==> src/rtl/pc_pkg.sv <==
// Shared types and default sizes for the program counter and its return stack.
package pc_pkg;

   localparam int PC_D_DEF     = 12;
   localparam int PC_DEPTH_DEF = 8;

   typedef enum logic [2:0] {
      PC_NEXT  = 3'd0,
      PC_BRREL = 3'd1,
      PC_BRABS = 3'd2,
      PC_CALL  = 3'd3,
      PC_RET   = 3'd4
   } pc_op_t;

endpackage

==> src/rtl/ret_stack.sv <==
// Circular return-address stack with depth tracking.
// Define PC_STACK_GUARD_EN to suppress overflow/underflow and raise a sticky err.
module ret_stack
   import pc_pkg::*;
#(
   parameter int D     = PC_D_DEF,
   parameter int DEPTH = PC_DEPTH_DEF,
   localparam int SPW  = $clog2(DEPTH),
   localparam int DW   = $clog2(DEPTH + 1)
) (
   input  logic          clk,
   input  logic          rst_n,
   input  logic          push_i,
   input  logic          pop_i,
   input  logic [D-1:0]  wdata_i,
   output logic          push_ok_o,
   output logic          pop_ok_o,
   output logic [D-1:0]  pop_data_o,
   output logic [D-1:0]  top_o,
   output logic [DW-1:0] depth_o,
   output logic          full_o,
   output logic          empty_o,
   output logic          err_o
);

   localparam logic [SPW-1:0] SP_MAX    = SPW'(DEPTH - 1);
   localparam logic [DW-1:0]  DEPTH_MAX = DW'(DEPTH);

   logic [D-1:0]   mem_q [DEPTH];
   logic [SPW-1:0] sp_q, sp_d, sp_inc, sp_dec;
   logic [DW-1:0]  depth_q, depth_d;
   logic           full, empty;

   // sp wraps explicitly because DEPTH need not be a power of two.
   assign sp_inc = (sp_q == SP_MAX) ? '0 : sp_q + SPW'(1);
   assign sp_dec = (sp_q == '0) ? SP_MAX : sp_q - SPW'(1);
   assign full   = (depth_q == DEPTH_MAX);
   assign empty  = (depth_q == '0);

`ifdef PC_STACK_GUARD_EN
   logic err_q;

   assign push_ok_o = push_i & ~full;
   assign pop_ok_o  = pop_i & ~empty;

   always_ff @(posedge clk or negedge rst_n) begin
      if (!rst_n) err_q <= 1'b0;
      else        err_q <= err_q | (push_i & full) | (pop_i & empty);
   end

   assign err_o = err_q;
`else
   assign push_ok_o = push_i;
   assign pop_ok_o  = pop_i;
   assign err_o     = 1'b0;
`endif

   always_comb begin
      // NOTE: every combinational output gets a default first so no path leaves it unassigned and infers a latch.
      sp_d    = sp_q;
      depth_d = depth_q;
      if (push_ok_o) begin
         sp_d = sp_inc;
         if (!full) depth_d = depth_q + DW'(1);
      end else if (pop_ok_o) begin
         sp_d = sp_dec;
         if (!empty) depth_d = depth_q - DW'(1);
      end
   end

   // NOTE: stack storage is reset because a fresh stack must read back as all-zero entries.
   always_ff @(posedge clk or negedge rst_n) begin
      if (!rst_n) begin
         sp_q    <= '0;
         depth_q <= '0;
         for (int i = 0; i < DEPTH; i++) mem_q[i] <= '0;
      end else begin
         // NOTE: state registers use non-blocking assignments so all flops update together on the edge.
         sp_q    <= sp_d;
         depth_q <= depth_d;
         if (push_ok_o) mem_q[sp_q] <= wdata_i;
      end
   end

   assign pop_data_o = mem_q[sp_dec];
   assign top_o      = empty ? '0 : mem_q[sp_dec];
   assign depth_o    = depth_q;
   assign full_o     = full;
   assign empty_o    = empty;

endmodule

==> src/rtl/pc_stack.sv <==
// Program counter with conditional branch/call/return and a hardware return stack.
// Optional overflow/underflow guard enabled by defining PC_STACK_GUARD_EN.
module pc_stack
   import pc_pkg::*;
#(
   parameter int             D         = PC_D_DEF,
   parameter int             DEPTH     = PC_DEPTH_DEF,
   parameter logic [D-1:0]   RESET_VEC = '0
) (
   input  logic                         clk,
   input  logic                         reset,
   input  logic                         stall,
   input  logic [2:0]                   op,
   input  logic                         flag,
   input  logic                         invert,
   input  logic [D-1:0]                 target,
   output logic [D-1:0]                 prog_ctr,
   output logic [D-1:0]                 ret_addr,
   output logic [$clog2(DEPTH+1)-1:0]   depth,
   output logic                         stack_full,
   output logic                         stack_empty,
   output logic                         err
);

   pc_op_t       op_e;
   logic         cond;
   logic         push_req, pop_req, push_ok, pop_ok;
   logic [D-1:0] pc_q, pc_d, pc_plus1, pop_data;

   assign op_e     = pc_op_t'(op);
   assign cond     = flag ^ invert;
   assign pc_plus1 = pc_q + D'(1);
   assign push_req = ~stall & cond & (op_e == PC_CALL);
   assign pop_req  = ~stall & cond & (op_e == PC_RET);

   ret_stack #(
      .D     (D),
      .DEPTH (DEPTH)
   ) u_ret_stack (
      .clk        (clk),
      .rst_n      (reset),
      .push_i     (push_req),
      .pop_i      (pop_req),
      .wdata_i    (pc_plus1),
      .push_ok_o  (push_ok),
      .pop_ok_o   (pop_ok),
      .pop_data_o (pop_data),
      .top_o      (ret_addr),
      .depth_o    (depth),
      .full_o     (stack_full),
      .empty_o    (stack_empty),
      .err_o      (err)
   );

   // A suppressed (guarded) call or return falls through to pc+1.
   always_comb begin
      pc_d = pc_plus1;
      case (op_e)
         PC_BRREL: if (cond)    pc_d = pc_q + target;
         PC_BRABS: if (cond)    pc_d = target;
         PC_CALL:  if (push_ok) pc_d = target;
         PC_RET:   if (pop_ok)  pc_d = pop_data;
         default:               pc_d = pc_plus1;
      endcase
      if (stall) pc_d = pc_q;
   end

   always_ff @(posedge clk or negedge reset) begin
      if (!reset) pc_q <= RESET_VEC;
      else        pc_q <= pc_d;
   end

   assign prog_ctr = pc_q;

endmodule

==> config.mk <==
export PLATFORM = sky130hd
export DESIGN_NAME = pc_stack
export DESIGN_NICKNAME = d
export VERILOG_FILES = /design/src/rtl/pc_pkg.sv /design/src/rtl/ret_stack.sv /design/src/rtl/pc_stack.sv
export SDC_FILE = /design/constraint.sdc
export NUM_CORES = 1
export LEC_CHECK = 0
export BUFFER_PORTS_ARGS = -buffer_cell sky130_fd_sc_hd__buf_2
export CAP_MARGIN = 20
export CORE_ASPECT_RATIO = 1.4
export CORE_MARGIN = 2
export CORE_UTILIZATION = 25
export CTS_CLUSTER_DIAMETER = 40
export DETAILED_ROUTE_END_ITERATION = 6
export PLACE_DENSITY = 0.43
export SLEW_MARGIN = 20
export SYNTH_ARGS = -nofsm -noshare
export SYNTH_HDL_FRONTEND = slang
export SYNTH_SLANG_ARGS = --single-unit
export TNS_END_PERCENT = 10
==> constraint.sdc <==
create_clock -name clk -period 4.1 [get_ports clk]
set_input_delay 1.025 -clock clk [delete_from_list [all_inputs] [get_ports clk]]
set_output_delay 1.025 -clock clk [all_outputs]
set_load 0.02 [all_outputs]
==> run_results.csv, run 1 <==
group,metric,value,unit
synth,syn_avg_cell_area,9.07,sq um
synth,ys_seq_area_frac,0.430,
cells_and_area,nets,821,
critical_path,cpMaxStageDelayCell,"mux4_2",
critical_path,path_buf_inv,3,
clocking,cts_made_buffers,17,
clocking,clkSlewWorstSetupHoldPaths,50,ps
critical_path,cpMostUsedCell,"ha_1",
clocking,cts_tree,"yes",
sta,hold_viol,0,
floorplanning,rows,70,
route,drt_first_iter_violations,308,
global_routing,grt_use_total,0.167,
pwr,power,6510,uW
clocking,htreeDepth,4,
global_routing,grt_max_degree,54,
global_routing,grt.overflow.total,0,
cells_and_area,areaGrowthSynthToFinish,17.7,%
placed_design,port_buffers,49,
sta,slew_headroom,0.405,
sta,setup_viol,0,
clocking,clk_path_buf_depth,2,
critical_path,cp_top_family,"buffers and inverters",
route,ant_nets,0,
global_routing,grt_pass1_wl,35000,um
synth,synth.ff_latch_count,115,
pwr,p_leak,0.00348,uW
critical_path,cp.required,3070,ps
route,post_drt_via_cell_ratio,5.08,
sta,tns,0,ps
sta,slew_violations,0,
run,drv_cap,0,
floorplanning,start_util,0.255,
cells_and_area,antenna_cells,0,
floorplanning,die_h,198,um
synth,synth_ff_type,"dfrtp_1",
sta,tightest_slew,883,ps
cells_and_area,fill_cells,2812,
route,vias,5678,
pwr,ir_drop,274,uV
route,drtPass1Iterations,5,
clocking,clock-sinks,115,
clocking,clkLatencyLatePin,430,ps
critical_path,worstSetupStartpoint,"u_ret_stack.sp_q[1]",
synth,syn_inst,738,
floorplanning,fp.coreArea,26300,sq um
critical_path,cp-end-kind,"output port",
critical_path,cp.arrival,2900,ps
sta,rsz0062_at_grt,"true",
synth,yosysWarningCount,0,
min_path,min_from,"u_ret_stack.mem_q[32]",
global_routing,antenna_found_initial,0,
clocking,postCtsSetupRepairBufs,0,
critical_path,cpPeakStageDelay,530,ps
placed_design,gp_congestion,0.808,
synth,netlist_area,6700,sq um
critical_path,path_class,"reg2out",
sta,min_period_over_period,0.958,
clocking,postCtsHoldBufs,0,
synth,synthArstFlopShare,1.00,
floorplanning,dieArea,28100,sq um
route,drc,0,
sta,fmax,255,MHz
synth,synth_nets,778,
placed_design,hpwl,16500,um
global_routing,grt_pass1_vias,5917,
cells_and_area,drive_above_1_share,0.169,
pwr,powerDensity,826,nW/um^2
route,post_drt_wl_per_cell,19.9,um
synth,ys_types,72,
cells_and_area,final_cell_mix,"dfrtp_1 (115), nand2_1 (78), nor2_1 (72)",
clocking,cts-root-buf,"clkbuf_16",
critical_path,cp_max_fo,11,
floorplanning,pin_count,51,
cells_and_area,final_core_util,0.300,
sta,min_period,3930,ps
critical_path,worstPathCellList,"inv_1 -> ha_1 -> ha_1 -> nand2b_1 -> buf_4 -> mux4_2 -> a21oi_1 -> nor2_1 -> buf_2",
sta,fin_skew,8.79,ps
critical_path,critPathLaunchType,"flip-flop",
sta,whs,474,ps
route,wl,22200,um
synth,synth_edf_count,0,
status,run_status,"completed",
floorplanning,die_w,142,um
cells_and_area,final_common_cell,"dfrtp_1",
min_path,worstHoldPathType,"reg2reg",
critical_path,r2r_start,"u_ret_stack.sp_q[1]",
-- registers in the layout, indices dropped and copies added (netlist names) --
signal and cells:
prog_ctr 12, u_ret_stack.depth_o 4, u_ret_stack.mem_q 96, u_ret_stack.sp_q 3
-- through the flow --
| step | std cells | setup WS, ps | cell area (sq um) |
|---|---|---|---|
| 3_3_place_gp | 1086 | 464 | 7350 |
| 6_report | 1118 | 173 | 7880 |
| 4_1_cts | 1118 | 109 | 7880 |
| 2_1_floorplan | 738 | 479 | 6700 |
| 5_1_grt | 1118 | -13.8 | 7880 |
| 3_5_place_dp | 1086 | 455 | 7350 |
-- cell usage after synthesis, types with 9 or more instances --
cell,number,share of area
dfrtp_1,115,0.43
nand2_1,78,0.044
nor2_1,72,0.040
o21ai_0,71,0.053
a21oi_1,64,0.048
clkbuf_1,29,0.016
inv_1,23,0.013
ha_1,18,0.034
mux2i_1,18,0.027
buf_2,17,0.013
nand3_1,17,0.013
xor2_1,13,0.017
a211oi_1,11,0.012
mux2_2,11,0.019
nand2b_1,11,0.010
a31oi_1,10,0.0093
nor2b_1,10,0.0093
xnor2_1,9,0.012
-- kinds of logic after synthesis --
kind of cell / after synthesis / share of synthesized area
XOR/XNOR: 23 / 0.0312
buffers and inverters: 79 / 0.0503
AND/OR/NAND/NOR: 228 / 0.162
AO/OA/AOI/OAI: 238 / 0.223
other: 1 / 0.000560
flip-flops: 115 / 0.430
multiplexers: 34 / 0.0628
adder cells (fa/ha/maj): 20 / 0.0396
-- power by group --
| group | total [uW] | leakage (uW) | internal, uW | switching, uW |
|---|---|---|---|---|
| Sequential | 1880 | 0.00150 | 1530 | 345 |
| Clock | 1350 | 0.000260 | 841 | 508 |
| Combinational | 3280 | 0.00172 | 1210 | 2070 |
| Total | 6510 | 0.00348 | 3580 | 2930 |
-- tightest hold or removal path, stage by stage, from the launching register on --
cell     delay, ps
dfrtp_1        330
nand2_1         40
o21ai_0         60
-- worst paths after layout --
path                                              end  slack [ps]  depth (start not counted)
worst max-delay path                      ret_addr[8]         170                          9
worst min-delay path            u_ret_stack.mem_q[32]         470                          2
worst max register to register            prog_ctr[9]        1050                          9
worst min register to register  u_ret_stack.mem_q[32]         470                          2
max in group asynchronous       u_ret_stack.mem_q[91]        2750                          2
min in group asynchronous       u_ret_stack.mem_q[93]         510                          1
-- metal layers --
metal	up-vias	part of all wire	track usage	wire length, um
li1	2738	-	-	-
met1	2773	0.40	0.184	8900
met2	129	0.53	0.304	11700
met3	38	0.032	0.0318	716
met4	0	0.041	0.0821	906
met5	-	0	0	0
-- what timing repair did --
item                       4_1_cts  5_1_grt
setup endpoints to repair        1        6
gates resized for setup          1        4
gates cloned                     0        0
-- area by class of cell --
class	count	area, sq um	share of cell area
Clock inverter	6	55.1	0.00699
Tap cell	324	405	0.0515
Inverter	24	90.1	0.0114
Timing Repair Buffer	79	485	0.0616
Clock buffer	26	469	0.0596
Sequential cell	115	2880	0.365
Multi-Input combinational cell	544	3500	0.444
Power figures use the tool's default switching activity.
==> inputs of run 2 (changes only) <==
--- a/config.mk
+++ b/config.mk
@@ -10,6 +10,7 @@
 export CORE_ASPECT_RATIO = 1.4
 export CORE_MARGIN = 2
 export CORE_UTILIZATION = 25
+export CTS_BUF_LIST = sky130_fd_sc_hd__clkbuf_4
 export CTS_CLUSTER_DIAMETER = 40
 export DETAILED_ROUTE_END_ITERATION = 6
 export PLACE_DENSITY = 0.43
==> run_results.csv, run 2 (synthesis gave the netlist of run 1 again) <==
group,metric,value,unit
cells_and_area,largest_reg_flops,96,
critical_path,critPathLaunchType,"flip-flop",
floorplanning,rows,70,
cells_and_area,areaGrowthSynthToFinish,14.1,%
pwr,p_leak,0.00337,uW
critical_path,cp.required,3070,ps
floorplanning,fp.coreArea,26300,sq um
route,wl,22200,um
global_routing,grt_max_degree,54,
run,drv_cap,0,
clocking,clkSlewWorstSetupHoldPaths,110,ps
route,post_drt_wl_per_cell,19.8,um
cells_and_area,final_common_cell,"dfrtp_1",
sta,rsz0062_at_grt,"false",
route,vias,5640,
sta,timing.final.ws_setup,194,ps
clocking,htreeDepth,4,
critical_path,cp.arrival,2880,ps
critical_path,cp-end-kind,"output port",
cells_and_area,regMostFlops,"u_ret_stack.mem_q",
status,run_status,"completed",
sta,fin_skew,30.2,ps
pwr,ir_drop,219,uV
global_routing,grt_use_total,0.166,
critical_path,path_class,"reg2out",
min_path,worstHoldPathType,"in2async",
route,post_drt_via_cell_ratio,5.04,
floorplanning,die_w,142,um
route,ant_nets,0,
sta,tightest_slew,854,ps
global_routing,grt_pass1_vias,5903,
clocking,cts-root-buf,"clkbuf_4",
cells_and_area,multi_input_area,3520,sq um
cells_and_area,final_cell_mix,"dfrtp_1 (114), nand2_1 (78), nor2_1 (71)",
global_routing,grt.overflow.total,0,
route,drt_first_iter_violations,257,
clocking,cts_made_buffers,17,
clocking,clkLatencyLatePin,560,ps
floorplanning,start_util,0.255,
sta,slew_headroom,0.425,
global_routing,antenna_found_initial,1,
clocking,cts_tree,"yes",
floorplanning,dieArea,28100,sq um
sta,fmax,256,MHz
sta,slew_violations,0,
route,drc,0,
pwr,powerDensity,787,nW/um^2
sta,min_period,3910,ps
sta,setup_viol,0,
cells_and_area,regArea,2880,sq um
clocking,clk_path_buf_depth,2,
sta,min_period_over_period,0.953,
clocking,postCtsSetupRepairBufs,0,
placed_design,gp_congestion,0.808,
floorplanning,pin_count,51,
sta,hold_viol,0,
cells_and_area,drive_above_1_share,0.191,
cells_and_area,fill_cells,2832,
route,drtPass1Iterations,4,
global_routing,grt_pass1_wl,34900,um
placed_design,hpwl,16500,um
clocking,clock-sinks,115,
placed_design,port_buffers,49,
critical_path,cp_max_fo,14,
floorplanning,die_h,198,um
placed_design,pre_cts_slack,455,ps
cells_and_area,nets,821,
sta,whs,376,ps
-- run 2: changes by cell type in the layout (fill, tap and decap cells not counted), sizes merged --
cell / before / now
diode: 0 / 1
clkinvlp: 0 / 1
clkbuf: 26 / 25
clkinv: 5 / 6
inv: 24 / 23
-- run 2: cell type report --
class / instances / area share
antenna: 1 / 0.000328
clock buffer: 25 / 0.0246
clock inverter: 7 / 0.00770
inverter: 24 / 0.0123
multi-input combinational: 544 / 0.461
sequential: 115 / 0.377
tap: 324 / 0.0531
timing repair buffer: 79 / 0.0640
-- run 2: per-layer routing --
layer | vias up | GRT usage | routed length (um) | part of all wire
met3 | 33 | 0.0303 | 625 | 0.028
met2 | 109 | 0.303 | 11700 | 0.53
met4 | 0 | 0.0847 | 811 | 0.037
li1 | 2735 | - | - | -
met1 | 2763 | 0.183 | 9010 | 0.41
met5 | - | 0 | 0 | 0
-- run 2: final timing paths --
check                                 startpoint                    end  slack (ps)  depth (start not counted)
max                          u_ret_stack.sp_q[2]            ret_addr[5]         190                          9
min                                        reset   u_ret_stack.mem_q[9]         380                          1
max reg2reg                  u_ret_stack.sp_q[2]            prog_ctr[9]        1040                          8
min reg2reg                u_ret_stack.mem_q[78]  u_ret_stack.mem_q[78]         480                          2
max in group asynchronous                  reset  u_ret_stack.mem_q[19]        2860                          2
min in group clk           u_ret_stack.mem_q[78]  u_ret_stack.mem_q[78]         480                          2
-- run 2: stage by stage --
stage / instances / utilization / TNS [ps] / instance area, sq um / total power, uW
after floorplan: 738 / - / 0 / 6700 / 4010
after global placement: 1086 / 0.280 / 0 / 7350 / 5150
after CTS: 1118 / 0.290 / -7.76 / 7620 / 6020
after detailed placement: 1086 / 0.280 / 0 / 7350 / 5170
final: 1119 / 0.291 / 0 / 7640 / 6010
after global routing: 1119 / 0.291 / 0 / 7640 / 6500
-- run 2: report_power, final --
group | internal [uW] | total [uW] | switching, uW
Clock | 348 | 771 | 423
Sequential | 1530 | 1870 | 347
Combinational | 1250 | 3360 | 2120
Total | 3120 | 6010 | 2890
-- run 2: worst max-delay path, cell delays in order (launching register included) --
cell and delay (ps):
dfrtp_1 490, inv_1 180, ha_2 240, buf_4 190, and2b_2 330, nand2_1 70
and3_1 170, o31ai_2 340, nor2b_1 170, buf_2 170
-- run 2: timing repair --
action,4_1_cts,5_1_grt
gates cloned,0,0
gates resized for setup,9,9
endpoints found under the setup margin,7,11
hold buffers,0,0
